`src/rtl/serial_subtractor_16.sv`:
```
// Bit-serial subtractor: computes (in1 - in2 - bin) mod 2^WIDTH one bit per clock, LSB first,
// with a borrow-out flag and a one-cycle valid pulse on completion.
module serial_subtractor_16 #(
    parameter int unsigned WIDTH = 16
) (
    input  logic             clk,
    input  logic             rst,
    input  logic             start,
    input  logic [WIDTH-1:0] in1,
    input  logic [WIDTH-1:0] in2,
    input  logic             bin,
    output logic             busy,
    output logic             valid,
    output logic [WIDTH-1:0] diff,
    output logic             bout
);

    localparam int unsigned CW = $clog2(WIDTH);

    typedef enum logic [1:0] {
        IDLE = 2'd0,
        RUN  = 2'd1,
        DONE = 2'd2
    } state_e;

    state_e           state_q, state_d;
    logic [WIDTH-1:0] a_q, a_d;
    logic [WIDTH-1:0] b_q, b_d;
    logic             br_q, br_d;
    logic [WIDTH-1:0] res_q, res_d;
    logic [CW-1:0]    cnt_q, cnt_d;
    logic [WIDTH-1:0] diff_q, diff_d;
    logic             bout_q, bout_d;

    logic accept_c;
    logic last_c;
    logic bit_c;
    logic br_nxt_c;

    // New operands are taken whenever the unit is not mid-operation (IDLE or DONE).
    assign accept_c = start && (state_q != RUN);
    assign last_c   = (state_q == RUN) && (cnt_q == CW'(WIDTH - 1));
    assign bit_c    = a_q[0] ^ b_q[0] ^ br_q;
    assign br_nxt_c = (~a_q[0] & b_q[0]) | (~a_q[0] & br_q) | (b_q[0] & br_q);

    // State register
    always_ff @(posedge clk) begin
        if (rst) begin
            state_q <= IDLE;
        end else begin
            state_q <= state_d;
        end
    end

    // Next-state logic
    always_comb begin
        state_d = state_q;
        case (state_q)
            IDLE:    if (start) state_d = RUN;
            RUN:     if (last_c) state_d = DONE;
            DONE:    state_d = start ? RUN : IDLE;
            default: state_d = IDLE;
        endcase
    end

    // Output decode from the state register only
    always_comb begin
        busy  = 1'b0;
        valid = 1'b0;
        case (state_q)
            RUN:     busy  = 1'b1;
            DONE:    valid = 1'b1;
            default: ;
        endcase
    end

    // Datapath next-state: load on accept, shift one bit per RUN cycle, publish on the last bit
    always_comb begin
        a_d    = a_q;
        b_d    = b_q;
        br_d   = br_q;
        res_d  = res_q;
        cnt_d  = cnt_q;
        diff_d = diff_q;
        bout_d = bout_q;
        if (accept_c) begin
            a_d   = in1;
            b_d   = in2;
            br_d  = bin;
            res_d = '0;
            cnt_d = '0;
        end else if (state_q == RUN) begin
            a_d   = a_q >> 1;
            b_d   = b_q >> 1;
            br_d  = br_nxt_c;
            res_d = {bit_c, res_q[WIDTH-1:1]};
            cnt_d = cnt_q + CW'(1);
            if (last_c) begin
                diff_d = {bit_c, res_q[WIDTH-1:1]};
                bout_d = br_nxt_c;
            end
        end
    end

    // Datapath registers
    always_ff @(posedge clk) begin
        if (rst) begin
            a_q    <= '0;
            b_q    <= '0;
            br_q   <= 1'b0;
            res_q  <= '0;
            cnt_q  <= '0;
            diff_q <= '0;
            bout_q <= 1'b0;
        end else begin
            a_q    <= a_d;
            b_q    <= b_d;
            br_q   <= br_d;
            res_q  <= res_d;
            cnt_q  <= cnt_d;
            diff_q <= diff_d;
            bout_q <= bout_d;
        end
    end

    assign diff = diff_q;
    assign bout = bout_q;

endmodule

```
`config.mk`:
```
export PLATFORM = sky130hd
export DESIGN_NAME = serial_subtractor_16
export DESIGN_NICKNAME = d
export VERILOG_FILES = /design/src/rtl/serial_subtractor_16.sv
export SDC_FILE = /design/constraint.sdc
export NUM_CORES = 1
export LEC_CHECK = 0
export CAP_MARGIN = 30
export CORE_MARGIN = 4
export CORE_UTILIZATION = 50
export DETAILED_ROUTE_END_ITERATION = 12
export GPL_TIMING_DRIVEN = 1
export PLACE_DENSITY_LB_ADDON = 0.05
export SLEW_MARGIN = 25
export SYNTH_ARGS = -nofsm -noshare
export SYNTH_HDL_FRONTEND = slang
export SYNTH_SLANG_ARGS = --single-unit
```
`constraint.sdc`:
```
create_clock -name clk -period 2 [get_ports clk]
set_clock_uncertainty 0.15 [all_clocks]
set_input_delay 0.4 -clock clk [delete_from_list [all_inputs] [get_ports clk]]
set_output_delay 0.4 -clock clk [all_outputs]
set_load 0.02 [all_outputs]
```
Word-level counts from Yosys, hierarchy flattened --
Index checks and enable logic that the tools add are counted.
Storage, ports and cells: register bits after elaboration 72, bits in latches 0, RAM bits 0, bits in read-only memories 0, bits of input ports 36, output and inout bits 19, logic and storage cells 43, memories 0
Operators by class: add/subtract/negate cells 1, multiply operators 0, divide/modulo/power cells 0, $lt $le $gt $ge 0, eq/ne operators 6, shift-type cells 0, multiplexer cells 12, bitwise gates (word level) 9, reduce and logical (&&, ||, !) cells 7
Operator list (count):
- 2-to-1 mux 16 bit | 4
- case mux 2 bit (3 select lines) | 1
- 2-to-1 mux 1 bit | 5
- adder 4 x 1 -> 4 bit, second input constant | 1
- equality test 4 bit, second input constant | 1
- 2-to-1 mux 2 bit | 2
- != test 2 bit, second input constant | 2
- bitwise AND 1 bit | 3
- AND reduction 3 bit | 1
- equality test 2 x 1 -> 1 bit, second input constant | 1
- equality test 2 bit, second input constant | 1
- logical AND 1 bit | 2
- logical NOT 2 bit | 1
- != test 2 x 1 -> 1 bit, second input constant | 1
- inverter 1 bit | 2
- OR 1 bit | 2
- AND reduction 2 bit | 1
- nonzero test 2 bit | 1
- OR reduction 2 bit | 1
- XOR 1 bit | 2

Logic depth before layout (Yosys ltp) --
word-level depth 6, mapped depth 6, gate-level depth less buffers 5

Worst setup path before layout --
Ideal clock, no wire load.
path type register -> output, start point register state_q[1], end point output port busy, arrival 904 ps, required time 1450 ps, slack 546 ps, cell stages (with the launch flop) 5, path buffers 2, path through dfxtp_1 nand2b_1 buf_6 inv_1 buf_2
Between the ends: longest elaborated chain between the ends 2
RTL lines:
- start, declared | line 26 | state_e state_q, state_d;
- start signal, assigned | line 51 | state_q <= state_d;
- equality test 2 x 1 -> 1 bit | line 70 | case (state_q)
- 2-to-1 mux 1 bit | line 70
- end, declared | line 12 | output logic busy,
Every way passes these cells.

Final worst setup path --
start point register bout_q (netlist: bout), end point output port bout
RTL lines:
- start, declared | line 33 | logic bout_q, bout_d;
- start signal, assigned | line 122 | bout_q <= bout_d;
- end, declared | line 15 | output logic bout
No word-level cell between the ends.

==> summary.txt <==
Clock network
  • Sink Count: 71
  • CTS tree: done
  • Clock latency on the worst-skew pair: 0.33 ns
  • Clock Root Buffer: clkbuf_8
  • TritonCTS buffer count: 9
  • Count of hold-fix buffers inserted at cts: 0
  • H-tree depth: 3
  • CTS max path bufs: 2
  • Clk slew on worst S/H paths: 0.07 ns

Floorplan
  • Die X-Extent: 85.1 um
  • Ports: 55
  • Core ar.: 5640 um^2
  • Starting density of the core: 52.6%
  • DIE HEIGHT: 85.1 um
  • Die outline area: 7240 um^2
  • # rows: 27

Run
  • Max Cap Viol: 0

Yosys
  • Yosys top cell by area: dfxtp_1
  • Share of the synthesized area in the top cell type: 47.9%
  • Sequential area share after synthesis: 47.9%
  • Yosys reg bits: 71
  • Avg Cell Area, Syn: 8.92 um^2
  • Syn Inst Count: 333
  • Yosys warns: 0
  • Post-Syn Area: 2970 um^2
  • Area contributors post-synth: dfxtp_1 (48%), mux2i_1 (11%), a211oi_1 (8.3%)
  • Syn Nets: 371
  • Post-synth cell types: 26

Worst setup path
  • CP arrival: 1.30 ns
  • CP Max Fanout: 2
  • CP required: 1.45 ns
  • Worst r2r path cells: 4
  • Critical path capture point type: output pin
  • CP Launch Type: flip-flop
  • Critical setup path kind: reg2out
  • Worst-path cell chain: clkdlybuf4s50_1
  • Cell count along the critical path: 1
  • Worst R2R Setup Slack: 0.16 ns
  • Largest delay share family, worst path: buffers and inverters
  • Critical Path Max Stage Delay: 0.62 ns
  • Crit path buf inv count: 1
  • Worst path slowest cell: clkdlybuf4s50_1

Timing
  • Max-slew violation count: 0
  • RSZ-0062 raised after global routing: false
  • Setup TNS: 0 ns
  • Final min period: 1.85 ns
  • Final Hold Fails: 0
  • F_max: 0.540 GHz
  • Final Cycle Share: 92.7%
  • # setup viols final: 0
  • Slew headroom: 60.8%
  • Worst Max-Slew Pin Slew: 0.588 ns

Cells and area
  • Final Util: 66.3%
  • Storage element area: 1420 um^2
  • Ratio of cells with drive above 1 in the final layout: 7.59%
  • Antenna Diode Count: 0
  • Post-route insts no fill: 454
  • Multi-input gate area: 1320 um^2
  • Layout Nets: 415
  • Layout overhead on the synthesized area: 26.0%
  • Final-layout fill cell count: 489
  • Final Cell Area: 3740 um^2

Power
  • Leak Pwr: 1.40 nW
  • PD cells: 856 nW/um^2
  • VDD IR max: 0.581 mV
  • Tot Pwr: 3.20 mW

Global route
  • GR Util All Layers: 16.5%
  • Initial antenna violation count: 0
  • First-pass GRT wire length: 9.92 mm
  • Gr ovfl total: 0
  • Largest net degree at the start of global routing: 115
  • Vias in the first global route: 2,212

Place
  • Post-Place Cells: 438
  • IO buf count: 54
  • GP Congestion: 0.765
  • Post-detail-place hpwl: 3.67 mm
  • Placed cell area: 3510 um^2

Detailed routing
  • DR iter-0 viols: 82
  • # DRC: 0
  • Vias: 2,327
  • Antenna Nets Post-Route: 0
  • Detailed Routing Iterations Pass 1: 4
  • DR WL/cell: 12.5 um
  • Total routed wirelength: 5.67 mm
  • Via density per instance: 5.13

Min path
  • Hold Path Cell Cnt: 2
  • Hold Crit Class: reg2reg

Run status
  • Status: finished, final reports clean
[stage by stage]
stage                     setup WS (ns)  hold slack [ns]
after global routing            0.00928            0.336
after detailed placement          0.165            0.305
after floorplan                   0.546            0.286
after global placement            0.180            0.301
after CTS                         0.136            0.314
final                             0.147            0.313
[sequential cells by signal, summed over array words and instances (netlist names)]
name	flops
a_q	16
b_q	16
diff	16
res_q	15
cnt_q	4
state_q	2
bout	1
br_q	1
[where the power goes]
part	leakage [nW]	internal (mW)	switching, mW
sequential	0.580	1.48	0.0378
combinational	0.697	0.160	0.171
clock	0.120	0.827	0.523
total	1.40	2.47	0.732
[layout by cell type (no fill, tap or decap), types with 2 or more instances in the layout]
| cell type | synthesis | final |
|---|---|---|
| bufinv_16 | 0 | 3 |
| inv_1 | 18 | 18 |
| buf_2 | 14 | 2 |
| clkdlybuf4s50_1 | 0 | 50 |
| o21ai_0 | 17 | 17 |
| a21oi_1 | 32 | 32 |
| nand2_1 | 30 | 30 |
| clkbuf_8 | 0 | 9 |
| buf_4 | 3 | 8 |
| nor2b_1 | 2 | 2 |
| nor2_1 | 36 | 36 |
| mux2i_1 | 33 | 33 |
| clkinv_2 | 0 | 2 |
| nor3_1 | 3 | 3 |
| or3_1 | 17 | 17 |
| dlygate4sd2_1 | 0 | 2 |
| a211oi_1 | 33 | 33 |
| dfxtp_1 | 71 | 71 |
[Yosys cell counts]
master    instances
a211oi_1         33
a21o_1            1
a21oi_1          32
a21oi_2           1
a41oi_1           1
buf_2            14
buf_4             3
buf_6             4
clkbuf_1          9
dfxtp_1          71
fa_1              1
ha_1              1
inv_1            18
mux2i_1          33
nand2_1          30
nand2b_1          1
nand3_1           1
nand3_2           1
nand3b_1          1
nor2_1           36
nor2b_1           2
nor3_1            3
o21ai_0          17
or3_1            17
xnor2_1           1
xor2_1            1
[kinds of logic (layout without fill, tap and decap cells)]
family,after synthesis,in the layout,share of synthesized area (%)
flip-flops,71,71,47.9
AND/OR/NAND/NOR,92,92,13.8
XOR/XNOR,2,2,0.590
buffers and inverters,48,97,8.05
AO/OA/AOI/OAI,85,85,17.4
multiplexers,33,33,11.1
adder cells (fa/ha/maj),2,2,1.10
[repair_timing]
| item | 4_1_cts | 5_1_grt |
|---|---|---|
| setup endpoints to repair | 2 | 0 |
| gates resized for setup | 2 | 0 |
| setup buffers | 0 | 0 |
[path summary, 6_finish.rpt]
| kind | start | endpoint |
|---|---|---|
| setup / recovery | bout | bout |
| hold / removal | res_q[1] | res_q[1] |
| setup reg to reg | state_q[1] | res_q[15] |
| hold reg to reg | res_q[1] | res_q[1] |
[layout make-up]
| class | instances | area share, % |
|---|---|---|
| flip-flops and latches | 71 | 38.0 |
| multi-input cells | 214 | 35.2 |
| repair buffers | 63 | 16.3 |
| clock buffers | 10 | 3.41 |
| clock inverters | 6 | 2.91 |
| well taps | 72 | 2.41 |
| inverters | 18 | 1.81 |
[routing by layer]
metal	share of wire [%]	track usage, %	vias up	routed length (um)
li1	-	-	1230	-
met1	49	21.5	1044	2800
met2	45	26.2	45	2520
met3	4.8	3.69	8	271
met4	1.3	6.91	0	73
met5	0	0	-	0
(Power assumes the default switching activity.)
